==> src/rtl/parity_frame_ctrl_if.sv <==
// Host/serial-line bundle for parity_frame_ctrl.
// PARITY_ERR_CNT_EN adds err_clr / err_cnt.
interface parity_frame_ctrl_if #(
  parameter int CNT_W = 8
);
  logic             start;
  logic             abort;
  logic             valid;
  logic             x;
  logic             busy;
  logic             run_par;
  logic [7:0]       bit_cnt;
  logic             done;
  logic             parity_err;
  logic [CNT_W-1:0] frame_cnt;
`ifdef PARITY_ERR_CNT_EN
  logic             err_clr;
  logic [7:0]       err_cnt;

  modport master (
    output start, abort, valid, x, err_clr,
    input  busy, run_par, bit_cnt, done,
    input  parity_err, frame_cnt, err_cnt
  );
  modport slave (
    input  start, abort, valid, x, err_clr,
    output busy, run_par, bit_cnt, done,
    output parity_err, frame_cnt, err_cnt
  );
`else
  modport master (
    output start, abort, valid, x,
    input  busy, run_par, bit_cnt, done,
    input  parity_err, frame_cnt
  );
  modport slave (
    input  start, abort, valid, x,
    output busy, run_par, bit_cnt, done,
    output parity_err, frame_cnt
  );
`endif
endinterface

==> src/rtl/parity_frame_ctrl.sv <==
// Serial running-parity framer: FRAME_LEN data bits + 1 parity bit.
// Optional saturating error counter under PARITY_ERR_CNT_EN.
module parity_frame_ctrl #(
  parameter int FRAME_LEN  = 8,
  parameter bit PARITY_ODD = 1'b0,
  parameter int CNT_W      = 8
) (
  input  logic clk,
  input  logic rst,
  parity_frame_ctrl_if.slave bus
);

  typedef enum logic [1:0] {
    IDLE,
    DATA,
    PAR,
    DONE
  } state_e;

  localparam logic [7:0] LAST = 8'(FRAME_LEN - 1);

  state_e           state_q;
  logic             busy_q;
  logic             run_par_q;
  logic [7:0]       bit_cnt_q;
  logic             done_q;
  logic             perr_q;
  logic [CNT_W-1:0] frame_cnt_q;

  logic err_d;
  logic last_d;
  logic par_hit;

  assign err_d   = bus.x ^ run_par_q ^ PARITY_ODD;
  assign last_d  = (bit_cnt_q == LAST);
  assign par_hit = (state_q == PAR) && bus.valid
                   && !bus.abort;

  always_ff @(posedge clk or negedge rst) begin
    if (!rst) begin
      state_q     <= IDLE;
      busy_q      <= 1'b0;
      run_par_q   <= 1'b0;
      bit_cnt_q   <= 8'd0;
      done_q      <= 1'b0;
      perr_q      <= 1'b0;
      frame_cnt_q <= '0;
    end else begin
      done_q <= 1'b0;
      unique case (state_q)
        IDLE: begin
          if (bus.start && !bus.abort) begin
            state_q   <= DATA;
            busy_q    <= 1'b1;
            run_par_q <= 1'b0;
            bit_cnt_q <= 8'd0;
          end
        end
        DATA: begin
          if (bus.abort) begin
            state_q <= IDLE;
            busy_q  <= 1'b0;
          end else if (bus.valid) begin
            run_par_q <= run_par_q ^ bus.x;
            bit_cnt_q <= bit_cnt_q + 8'd1;
            if (last_d) state_q <= PAR;
          end
        end
        PAR: begin
          if (bus.abort) begin
            state_q <= IDLE;
            busy_q  <= 1'b0;
          end else if (bus.valid) begin
            state_q     <= DONE;
            done_q      <= 1'b1;
            perr_q      <= err_d;
            frame_cnt_q <= frame_cnt_q + 1'b1;
          end
        end
        DONE: begin
          state_q <= IDLE;
          busy_q  <= 1'b0;
        end
      endcase
    end
  end

  assign bus.busy       = busy_q;
  assign bus.run_par    = run_par_q;
  assign bus.bit_cnt    = bit_cnt_q;
  assign bus.done       = done_q;
  assign bus.parity_err = perr_q;
  assign bus.frame_cnt  = frame_cnt_q;

`ifdef PARITY_ERR_CNT_EN
  logic [7:0] err_cnt_q;

  // Clear beats a coincident increment.
  always_ff @(posedge clk or negedge rst) begin
    if (!rst) begin
      err_cnt_q <= 8'd0;
    end else if (bus.err_clr) begin
      err_cnt_q <= 8'd0;
    end else if (par_hit && err_d
                 && err_cnt_q != 8'hFF) begin
      err_cnt_q <= err_cnt_q + 8'd1;
    end
  end

  assign bus.err_cnt = err_cnt_q;
`endif

endmodule

==> src/flat_wrapper.sv <==
// flat-port wrapper written by rule: the top's interface ports become plain ports
module parity_frame_ctrl_flat 
#(
  parameter int FRAME_LEN  = 8,
  parameter bit PARITY_ODD = 1'b0,
  parameter int CNT_W      = 8
)
  (clk, rst, bus_start, bus_abort, bus_valid, bus_x, bus_busy, bus_run_par, bus_bit_cnt, bus_done, bus_parity_err, bus_frame_cnt);
  parity_frame_ctrl_if #(.CNT_W(CNT_W)) bus_i ();
  input  logic clk;
  input  logic rst;
  input wire logic [$bits(bus_i.start)-1:0] bus_start;
  input wire logic [$bits(bus_i.abort)-1:0] bus_abort;
  input wire logic [$bits(bus_i.valid)-1:0] bus_valid;
  input wire logic [$bits(bus_i.x)-1:0] bus_x;
  output wire logic [$bits(bus_i.busy)-1:0] bus_busy;
  output wire logic [$bits(bus_i.run_par)-1:0] bus_run_par;
  output wire logic [$bits(bus_i.bit_cnt)-1:0] bus_bit_cnt;
  output wire logic [$bits(bus_i.done)-1:0] bus_done;
  output wire logic [$bits(bus_i.parity_err)-1:0] bus_parity_err;
  output wire logic [$bits(bus_i.frame_cnt)-1:0] bus_frame_cnt;
  assign bus_i.start = bus_start;
  assign bus_i.abort = bus_abort;
  assign bus_i.valid = bus_valid;
  assign bus_i.x = bus_x;
  assign bus_busy = bus_i.busy;
  assign bus_run_par = bus_i.run_par;
  assign bus_bit_cnt = bus_i.bit_cnt;
  assign bus_done = bus_i.done;
  assign bus_parity_err = bus_i.parity_err;
  assign bus_frame_cnt = bus_i.frame_cnt;
  parity_frame_ctrl #(.FRAME_LEN(FRAME_LEN), .PARITY_ODD(PARITY_ODD), .CNT_W(CNT_W)) u_core (.clk(clk), .rst(rst), .bus(bus_i));
endmodule
==> config.mk <==
export PLATFORM = sky130hd
export DESIGN_NAME = parity_frame_ctrl_flat
export DESIGN_NICKNAME = d
export VERILOG_FILES = /design/src/rtl/parity_frame_ctrl_if.sv /design/src/rtl/parity_frame_ctrl.sv /design/src/flat_wrapper.sv
export SDC_FILE = /design/constraint.sdc
export NUM_CORES = 1
export LEC_CHECK = 0
export BUFFER_PORTS_ARGS = -buffer_cell sky130_fd_sc_hd__buf_4
export CAP_MARGIN = 20
export CELL_PAD_IN_SITES_DETAIL_PLACEMENT = 1
export CELL_PAD_IN_SITES_GLOBAL_PLACEMENT = 1
export CORE_UTILIZATION = 45
export CTS_BUF_LIST = sky130_fd_sc_hd__clkbuf_4 sky130_fd_sc_hd__clkbuf_8
export CTS_CLUSTER_SIZE = 40
export DETAILED_ROUTE_END_ITERATION = 6
export PLACE_DENSITY = 0.91
export SLEW_MARGIN = 30
export SYNTH_ARGS = -nofsm -noshare
export SYNTH_HDL_FRONTEND = slang
export SYNTH_SLANG_ARGS = --single-unit
==> constraint.sdc <==
create_clock -name clk -period 4.9 [get_ports clk]
set_input_delay 0.245 -clock clk [delete_from_list [all_inputs] [get_ports clk]]
set_output_delay 0.245 -clock clk [all_outputs]
set_load 0.01 [all_outputs]
==> impl_results.md, run 1 <==
* GRT Resource Usage Total at 23.2%
* Period utilization at 48.4%
* Post-synth top flop: dfrtp_1
* Status: completed
* Unrepaired setup endpoints after global routing: no
* Clock-pin transition on the worst setup and hold timing paths at 0.13 ns
* Residual DRC at 0
* Mapped Cells at 112
* Storage cell area at 551 um^2
* Post-synthesis xor/xnor area fraction at 8.38%
* Reg2reg start: u_core.state_q[1]$_DFFE_PN0P_
* Final min period at 2.37 ns
* Worst hold path cell count at 3
* Cell Area, Synth at 1150 um^2
* Synthesized Nets at 124
* Die Y at 52.6 um
* Largest net degree at the start of global routing at 23
* Antenna violations before repair at 0
* Placer's final routability congestion estimate at 0.729
* Die extent in x at 52.6 um
* Core area at 2320 um^2
* Fin cells at 167
* Area grow syn2layout at 23.1%
* Post-Syn Area per Cell at 10.3 um^2
* Setup TNS at 0 ns
* Aggregate global routing overflow at 0
* Fin. max-slew vios at 0
* Worst Clk Skew at 0.00345 ns
* Area of the multi-input gates at 553 um^2
* Post-synthesis mux area share at 2.72%
* Post-cts repair resize count at 0
* Worst Path Arrival at 2.62 ns
* Adder-cell share of the synthesized area at 6.53%
* R2r endpoint: u_core.bus.bit_cnt[5]$_DFFE_PN0P_
* Reg2Reg Depth at 6
* Fin. Hold Viols at 0
* Routed vias at 940
* Initial DRC count at 8
* Antenna viol nets, final at 0
* Vias in the first global route at 946
* Netlist cell types at 34
* Worst Path Max Fanout at 10
* HPWL Detailed at 2.15 mm
* CTS Buf Count at 3
* Via/cell ratio at 5.63
* Synth Area in Compound Gates at 8.27%
* Hold path endpoint: u_core.bus.parity_err$_DFFE_PN0P_
* Clock buffer depth at 2
* DP Cell Count at 162
* Most common cell after layout, fill and taps aside: buf_4
* Clock root cell: clkbuf_4
* CTS H-tree depth at 1
* CP Cell Sequence: inv_1 > ha_1 > mux2i_1 > or3_1 > or4_1 > a21oi_1
* Max_cap viols at 0
* Fill cell count at 269
* WL final at 2.89 mm
* Kind of critical path: flop to flop
* Count of final setup violators at 0
* CTS sink count at 22
* Wirelength per Cell at 17.3 um
* Largest family of logic cells by synthesized area: simple AND/OR/NAND/NOR gates
* Worst hold start: bus_x
* Rel. slew slack at 51.6%
* Post-synthesis simple-gate area fraction at 22.2%
* CP Launch Type: flop
* Rows at 17
* Achievable Freq at 0.422 GHz
* Ys async rst share at 100%
* Worst setup EP type: flop
* PD cells at 478 nW/um^2
* Initial Util at 49.6%
* Worst path top cell family by delay: simple AND/OR/NAND/NOR gates
* CP max stage delay at 0.55 ns
* Most frequent cells in the layout: buf_4, dfrtp_1, nand2_1, xnor2_1
* Critical Path Source: u_core.state_q[1]$_DFFE_PN0P_
* VDD IR-drop max at 332 uV
* Leakage power total at 0.694 nW
* Worst-skew pair later-pin latency at 0.32 ns
* Ant diodes at 0
* Crit-path slowest cell: or4_1
* #FFs+latches synth at 22
* Sequential fraction of the synthesis area at 47.9%
* Final net count at 152
* Worst-margin pin slew at 0.724 ns
* First-pass GRT wire length at 4.57 mm
* Crit path required time at 5.15 ns
* Share of layout cells above drive strength 1 at 22.3%
* Worst Path Buf+Inv at 1
* Die Area at 2760 um^2
* CTS tree: done
* Ports at 26
* EDFF count, synth at 0
* Hold Path Class: primary input to flop
* Synth warn at 0
* FF-to-FF setup slack at 2.53 ns
* TritonRoute pass-1 iters at 4
* IO buf count at 25
==> cells by family after synthesis <==
family          after synthesis
compound gates               14
xor+xnor                     11
fa+ha+maj                     6
buf+inv                      10
flops                        22
mux                           3
simple gates                 46
==> sequential cells by signal (all words and copies together) (netlist names) <==
signal	cells
u_core.bus.bit_cnt	8
u_core.bus.busy	1
u_core.bus.done	1
u_core.bus.frame_cnt	8
u_core.bus.parity_err	1
u_core.bus.run_par	1
u_core.state_q	2
==> metrics by stage <==
stage / instance area [um^2] / setup WS, ns / util [%] / hold slack, ns / power, mW
floorplan: 1150 / 2.88 / - / -0.0506 / 0.437
global placement: 1350 / 2.77 / 58.3 / 0.149 / 0.509
detailed placement: 1350 / 2.58 / 58.3 / 0.151 / 0.531
CTS: 1420 / 2.53 / 61.0 / 0.245 / 0.679
global route: 1420 / 2.38 / 61.0 / 0.239 / 0.715
finish: 1420 / 2.53 / 61.0 / 0.241 / 0.676
==> metal layers <==
metal / track usage [%] / part of all wire (%) / vias to the layer above
met5: 0 / 0 / -
met4: 9.21 / 1.7 / 0
met3: 3.19 / 2.6 / 4
met2: 39.9 / 50 / 20
met1: 29.0 / 46 / 465
li1: - / - / 451
==> Yosys cell counts, types with 2 or more instances <==
| cell | instances | share of area [%] |
|---|---|---|
| xor2_1 | 3 | 2.3 |
| dfrtp_1 | 22 | 48 |
| nand3b_1 | 2 | 1.3 |
| mux2i_1 | 2 | 1.7 |
| ha_1 | 6 | 6.5 |
| nand4_1 | 2 | 1.1 |
| a21oi_1 | 4 | 1.7 |
| nand2_1 | 13 | 4.2 |
| or4_1 | 2 | 1.3 |
| nand3_1 | 7 | 3.0 |
| o31ai_1 | 2 | 1.3 |
| inv_1 | 7 | 2.3 |
| or3_1 | 3 | 1.6 |
| nor4_1 | 2 | 1.1 |
| nor4b_1 | 2 | 1.5 |
| nor3_1 | 2 | 0.87 |
| xnor2_1 | 8 | 6.1 |
| nor2_1 | 5 | 1.6 |
| o21ai_0 | 3 | 1.3 |
==> what timing repair did <==
action / 4_1_cts / 5_1_grt
buffers inserted: 0 / 0
hold buffers: 1 / 0
endpoints found under the hold margin: 22 / 0
==> power by group <==
part           total, mW  switching (mW)  internal, mW
logic              0.268           0.146         0.123
clock network      0.144          0.0611        0.0828
registers          0.264          0.0434         0.220
==> worst max path at each step <==
stage                     slack (ns)  cells past startpoint                                 to
after global placement          2.77                      6  u_core.bus.bit_cnt[7]$_DFFE_PN0P_
after floorplan                 2.88                      8  u_core.bus.bit_cnt[5]$_DFFE_PN0P_
after global routing            2.38                      6  u_core.bus.bit_cnt[5]$_DFFE_PN0P_
after CTS                       2.53                      6  u_core.bus.bit_cnt[5]$_DFFE_PN0P_
final                           2.53                      6  u_core.bus.bit_cnt[5]$_DFFE_PN0P_
after detailed placement        2.58                      6  u_core.bus.bit_cnt[5]$_DFFE_PN0P_
==> worst reg2reg max path, cell delays in order (launching register included) <==
cell	delay, ns
dfrtp_1	0.42
inv_1	0.11
ha_1	0.34
mux2i_1	0.22
or3_1	0.49
or4_1	0.55
a21oi_1	0.18
==> final cells by class <==
class | count | area share [%]
sequential | 22 | 38.9
clock inverter | 1 | 2.12
inverter | 7 | 1.86
timing repair buffer | 26 | 14.0
tap | 28 | 2.48
multi-input combinational | 80 | 39.1
clock buffer | 3 | 1.59
No activity file was read; power rests on OpenSTA's default activity.
==> run 2, diff against run 1 <==
--- a/config.mk
+++ b/config.mk
@@ -9,11 +9,11 @@
 export CAP_MARGIN = 20
 export CELL_PAD_IN_SITES_DETAIL_PLACEMENT = 1
 export CELL_PAD_IN_SITES_GLOBAL_PLACEMENT = 1
-export CORE_UTILIZATION = 45
+export CORE_UTILIZATION = 42
 export CTS_BUF_LIST = sky130_fd_sc_hd__clkbuf_4 sky130_fd_sc_hd__clkbuf_8
 export CTS_CLUSTER_SIZE = 40
 export DETAILED_ROUTE_END_ITERATION = 6
-export PLACE_DENSITY = 0.91
+export PLACE_DENSITY = 0.86
 export SLEW_MARGIN = 30
 export SYNTH_ARGS = -nofsm -noshare
 export SYNTH_HDL_FRONTEND = slang
==> constraint.sdc (replaced) <==
create_clock -name clk -period 2.27 [get_ports clk]
set_input_delay 0.1135 -clock clk [delete_from_list [all_inputs] [get_ports clk]]
set_output_delay 0.1135 -clock clk [all_outputs]
set_load 0.01 [all_outputs]
==> run 2 against run 1 <==
Against the previous run:
- total power up 120%
- critical path depth up 1
- flip-flop and latch count unchanged
- largest cell class unchanged
==> impl_results.md, run 2 (synthesis results as in run 1) <==
* Status: completed
* Unrepaired setup endpoints after global routing: no
* Rel. slew slack at 68.5%
* Most common cell on crit path: or3_1
* Clock buffer depth at 2
* Most common cell after layout, fill and taps aside: buf_4
* GRT Resource Usage Total at 21.5%
* Worst path top cell family by delay: simple AND/OR/NAND/NOR gates
* Fin. Hold Viols at 0
* Worst Clk Skew at 0.00819 ns
* Routed vias at 985
* Fin. max-slew vios at 0
* Period utilization at 95.4%
* Setup TNS at 0 ns
* Largest net degree at the start of global routing at 23
* Achievable Freq at 0.462 GHz
* CTS Buf Count at 3
* Die Area at 2950 um^2
* Crit-path slowest cell: dfrtp_1
* Most frequent cells in the layout: buf_4, dfrtp_1, nand2_1, xnor2_1
* WL final at 2.90 mm
* Kind of critical path: flop to flop
* Initial DRC count at 20
* Leakage power total at 0.702 nW
* Antenna violations before repair at 0
* Max_cap viols at 0
* Worst-skew pair later-pin latency at 0.32 ns
* FF-to-FF setup slack at 0.11 ns
* CP endpoint: u_core.bus.bit_cnt[6]$_DFFE_PN0P_
* Area grow syn2layout at 24.8%
* PD cells at 1020 nW/um^2
* Fill cell count at 300
* Vias in the first global route at 997
* Rows at 18
* Core area at 2520 um^2
* Die extent in x at 54.3 um
* R2r endpoint: u_core.bus.bit_cnt[6]$_DFFE_PN0P_
* Count of final setup violators at 0
* Crit path required time at 2.52 ns
* Clock-pin transition on the worst setup and hold timing paths at 0.13 ns
* Placer's final routability congestion estimate at 0.778
* Worst Path Arrival at 2.41 ns
* HPWL Detailed at 2.15 mm
* Hold_ws at 0.0733 ns
* Worst setup EP type: flop
* CTS H-tree depth at 1
* CP max stage delay at 0.43 ns
* Hold Path Class: primary input to flop
* Die Y at 54.3 um
* Final net count at 154
* Via/cell ratio at 5.76
* Worst Path Max Fanout at 8
* Worst Path Buf+Inv at 2
* Reg2Reg Depth at 7
* Place WS at 0.0872 ns
* Wirelength per Cell at 17.0 um
* Final min period at 2.16 ns
* Tot Pwr at 1.47 mW
* First-pass GRT wire length at 4.47 mm
* VDD IR-drop max at 561 uV
* Worst setup margin at 0.105 ns
* Residual DRC at 0
* Critical Path Stages at 7
* Ant diodes at 0
* Critical Path Source: u_core.state_q[1]$_DFFE_PN0P_
* Ports at 26
* Reg2reg start: u_core.state_q[1]$_DFFE_PN0P_
* CP Launch Type: flop
* Aggregate global routing overflow at 0
* CP Cell Sequence: inv_1 > ha_2 > mux2i_1 > or3_1 > buf_4 > or3_1 > a21oi_1
* CTS sink count at 22
* IO buf count at 25
* Share of layout cells above drive strength 1 at 24.1%
* TritonRoute pass-1 iters at 4
* Worst-margin pin slew at 0.466 ns
* Clock root cell: clkbuf_4
* Initial Util at 45.6%
* Antenna viol nets, final at 0
* CTS tree: done
[run 2: cell types whose count changed in the layout (fill, tap and decap cells not counted), sizes merged]
cell and delta:
buf +2
[run 2: worst min-delay path by stage]
stage | start | end | slack (ns) | cells past startpoint
2_1_floorplan | rst | u_core.bus.bit_cnt[0]$_DFFE_PN0P_ | -0.18 | 0
3_3_place_gp | rst | u_core.bus.bit_cnt[4]$_DFFE_PN0P_ | 0.02 | 1
3_5_place_dp | rst | u_core.bus.bit_cnt[0]$_DFFE_PN0P_ | 0.02 | 1
4_1_cts | bus_x | u_core.bus.run_par$_DFFE_PN0P_ | 0.08 | 3
5_1_grt | bus_x | u_core.bus.run_par$_DFFE_PN0P_ | 0.10 | 3
6_report | bus_x | u_core.bus.run_par$_DFFE_PN0P_ | 0.07 | 3
[run 2: report_power, final]
group | switching [mW] | internal, mW | leakage (nW)
clock network | 0.130 | 0.179 | 0.0279
registers | 0.0879 | 0.475 | 0.295
logic | 0.316 | 0.280 | 0.379
[run 2: repair_timing]
item                                    in CTS  in global routing
resized for setup                            0                  1
endpoints found under the setup margin       0                  3
setup buffers                                0                  0
endpoints found under the hold margin       22                  0
hold buffers                                 1                  0
[run 2: worst min-delay path, cell delays in order]
cell	delay (ns)
buf_4	0.10
nand3b_1	0.10
nand3_1	0.06
[run 2: final cells by class]
type,instances,area [um^2],share of cell area [%]
Multi-Input combinational cell,80,556,38.7
Sequential cell,22,551,38.4
Timing Repair Buffer,28,213,14.8
Tap cell,30,37.5,2.62
Clock inverter,1,30.0,2.09
Inverter,7,26.3,1.83
Clock buffer,3,22.5,1.57
[run 2: through the flow]
stage | instances | util (%) | area [um^2]
final | 171 | 56.9 | 1440
after global routing | 171 | 56.9 | 1440
after CTS | 171 | 56.8 | 1430
after detailed placement | 166 | 54.3 | 1370
after global placement | 166 | 54.3 | 1370
after floorplan | 112 | - | 1150
[run 2: metal layers]
layer / vias up / wire, um / track usage [%]
li1: 452 / - / -
met1: 478 / 1180 / 23.8
met2: 40 / 1500 / 38.8
met3: 15 / 134 / 3.61
met4: 0 / 97 / 11.1
met5: - / 0 / 0
==> run 3, diff against run 2 <==
--- a/config.mk
+++ b/config.mk
@@ -9,11 +9,12 @@
 export CAP_MARGIN = 20
 export CELL_PAD_IN_SITES_DETAIL_PLACEMENT = 1
 export CELL_PAD_IN_SITES_GLOBAL_PLACEMENT = 1
+export CORE_MARGIN = 1.5
 export CORE_UTILIZATION = 42
 export CTS_BUF_LIST = sky130_fd_sc_hd__clkbuf_4 sky130_fd_sc_hd__clkbuf_8
 export CTS_CLUSTER_SIZE = 40
 export DETAILED_ROUTE_END_ITERATION = 6
-export PLACE_DENSITY = 0.86
+export PLACE_DENSITY_LB_ADDON = 0.1
 export SLEW_MARGIN = 30
 export SYNTH_ARGS = -nofsm -noshare
 export SYNTH_HDL_FRONTEND = slang
==> run 3 against run 2 <==
Against the previous run:
- fmax up 1.4%
- wire length down 14%
- setup slack better by 0.030 ns
- first-iteration DRC count down 50%
- critical endpoint is now u_core.bus.bit_cnt[7]$_DFFE_PN0P_
- total power down 1.0%
- via count down 4.6%
- clock-buffer cell count unchanged
- largest power group unchanged
- clock skew down 0.0025 ns
- final area unchanged
- critical path depth down 1
- sequential power about the same
- critical path type unchanged
==> impl_results.md, run 3 (synthesis results as in run 1) <==
* Status: completed
* Period utilization at 94.0%
* Worst Path Max Fanout at 10
* Worst hold start: bus_x
* Clock buffer depth at 2
* Worst hold path cell count at 3
* Antenna viol nets, final at 0
* TritonRoute pass-1 iters at 4
* Most frequent cells in the layout: buf_4, dfrtp_1, nand2_1, xnor2_1
* Share of layout cells above drive strength 1 at 24.1%
* Max_cap viols at 0
* WL final at 2.50 mm
* Rows at 18
* Die Y at 55.3 um
* Largest net degree at the start of global routing at 23
* Wirelength per Cell at 14.6 um
* Placer's final routability congestion estimate at 0.752
* Final min period at 2.13 ns
* Initial DRC count at 10
* Area grow syn2layout at 24.8%
* Worst-skew pair later-pin latency at 0.31 ns
* Achievable Freq at 0.468 GHz
* Fin. Hold Viols at 0
* Critical Path Source: u_core.state_q[1]$_DFFE_PN0P_
* Routed vias at 940
* HPWL Detailed at 1.93 mm
* Final net count at 154
* Reg2reg start: u_core.state_q[1]$_DFFE_PN0P_
* Hold_ws at 0.0927 ns
* Design area at 1440 um^2
* Unrepaired setup endpoints after global routing: no
* Reg2Reg Depth at 6
* Leakage power total at 0.703 nW
* Kind of critical path: flop to flop
* Met1 Resource Use GR at 22.7%
* CTS H-tree depth at 1
* Aggregate global routing overflow at 0
* Busiest grt layer: met2
* Core area at 2540 um^2
* Die extent in x at 55.3 um
* Fin. max-slew vios at 0
* First-pass GRT wire length at 4.26 mm
* Ant diodes at 0
* Worst Clk Skew at 0.00570 ns
* Die Area at 3060 um^2
* Setup TNS at 0 ns
* M3 GR Usage at 2.34%
* Worst Path Arrival at 2.38 ns
* CP Launch Type: flop
* Rel. slew slack at 68.1%
* CTS tree: done
* Worst setup EP type: flop
* Initial Util at 45.2%
* R2r endpoint: u_core.bus.bit_cnt[7]$_DFFE_PN0P_
* Count of final setup violators at 0
* Post-CTS Setup Inserts at 0
* Crit path required time at 2.51 ns
* Worst-margin pin slew at 0.466 ns
* Most common cell after layout, fill and taps aside: buf_4
* IO buf count at 25
* Residual DRC at 0
* Clock root cell: clkbuf_4
* PD cells at 1010 nW/um^2
* Ports at 26
* Met2 Track Usage GR at 28.1%
* CTS sink count at 22
* Hold path endpoint: u_core.bus.run_par$_DFFE_PN0P_
* CTS Buf Count at 3
* Clock-pin transition on the worst setup and hold timing paths at 0.13 ns
* Antenna violations before repair at 0
* GRT Resource Usage Total at 17.3%
* FF-to-FF setup slack at 0.14 ns
* Hold Path Class: primary input to flop
* Via/cell ratio at 5.50
* Vias in the first global route at 933
* Dpl cell area at 1370 um^2
* VDD IR-drop max at 720 uV
-- run 3: worst max-delay path: stages (launching register included) --
cell and delay (ns):
dfrtp_1 0.42, inv_1 0.11, ha_2 0.27, mux2i_1 0.11, or3_1 0.47, or4_1 0.55, a21oi_1 0.15
-- run 3: cell type report --
type                    count  area [um^2]
inverters                   7         26.3
well taps                  30         37.5
clock buffers               3         22.5
multi-input cells          80          556
flip-flops and latches     22          551
fillers                   296         1110
clock inverters             1         30.0
repair buffers             28          213
-- run 3: metal layers --
layer	vias up	routed length, um
met5	-	0
met4	0	41
met3	6	84
met2	19	1180
met1	464	1200
li1	451	-
-- run 3: power breakdown --
part	switching (mW)	internal (mW)	leakage (nW)	total, mW
Sequential	0.0860	0.476	0.295	0.562
Combinational	0.303	0.285	0.379	0.588
Clock	0.125	0.178	0.0279	0.303
Total	0.514	0.939	0.703	1.45
-- run 3: worst max path at each step --
| stage | to | slack, ns | depth (start not counted) |
|---|---|---|---|
| 2_1_floorplan | u_core.bus.bit_cnt[5]$_DFFE_PN0P_ | 0.25 | 8 |
| 3_3_place_gp | u_core.bus.bit_cnt[7]$_DFFE_PN0P_ | 0.17 | 6 |
| 3_5_place_dp | u_core.bus.bit_cnt[7]$_DFFE_PN0P_ | 0.08 | 6 |
| 4_1_cts | u_core.bus.bit_cnt[7]$_DFFE_PN0P_ | 0.02 | 6 |
| 5_1_grt | u_core.bus.bit_cnt[7]$_DFFE_PN0P_ | 0.04 | 6 |
| 6_report | u_core.bus.bit_cnt[7]$_DFFE_PN0P_ | 0.14 | 6 |
-- run 3: repair_timing --
item,CTS,global route
hold buffers,1,0
endpoints found under the hold margin,22,0
resized for setup,0,1
setup endpoints to repair,0,2
-- run 3: metrics by stage --
step	cells	setup WS (ns)	total power, mW	util, %
after floorplan	112	0.248	0.943	-
after global placement	166	0.174	1.13	53.8
after detailed placement	166	0.0772	1.16	53.8
after CTS	171	0.0237	1.47	56.3
after global routing	171	0.0354	1.56	56.4
final	171	0.135	1.45	56.4
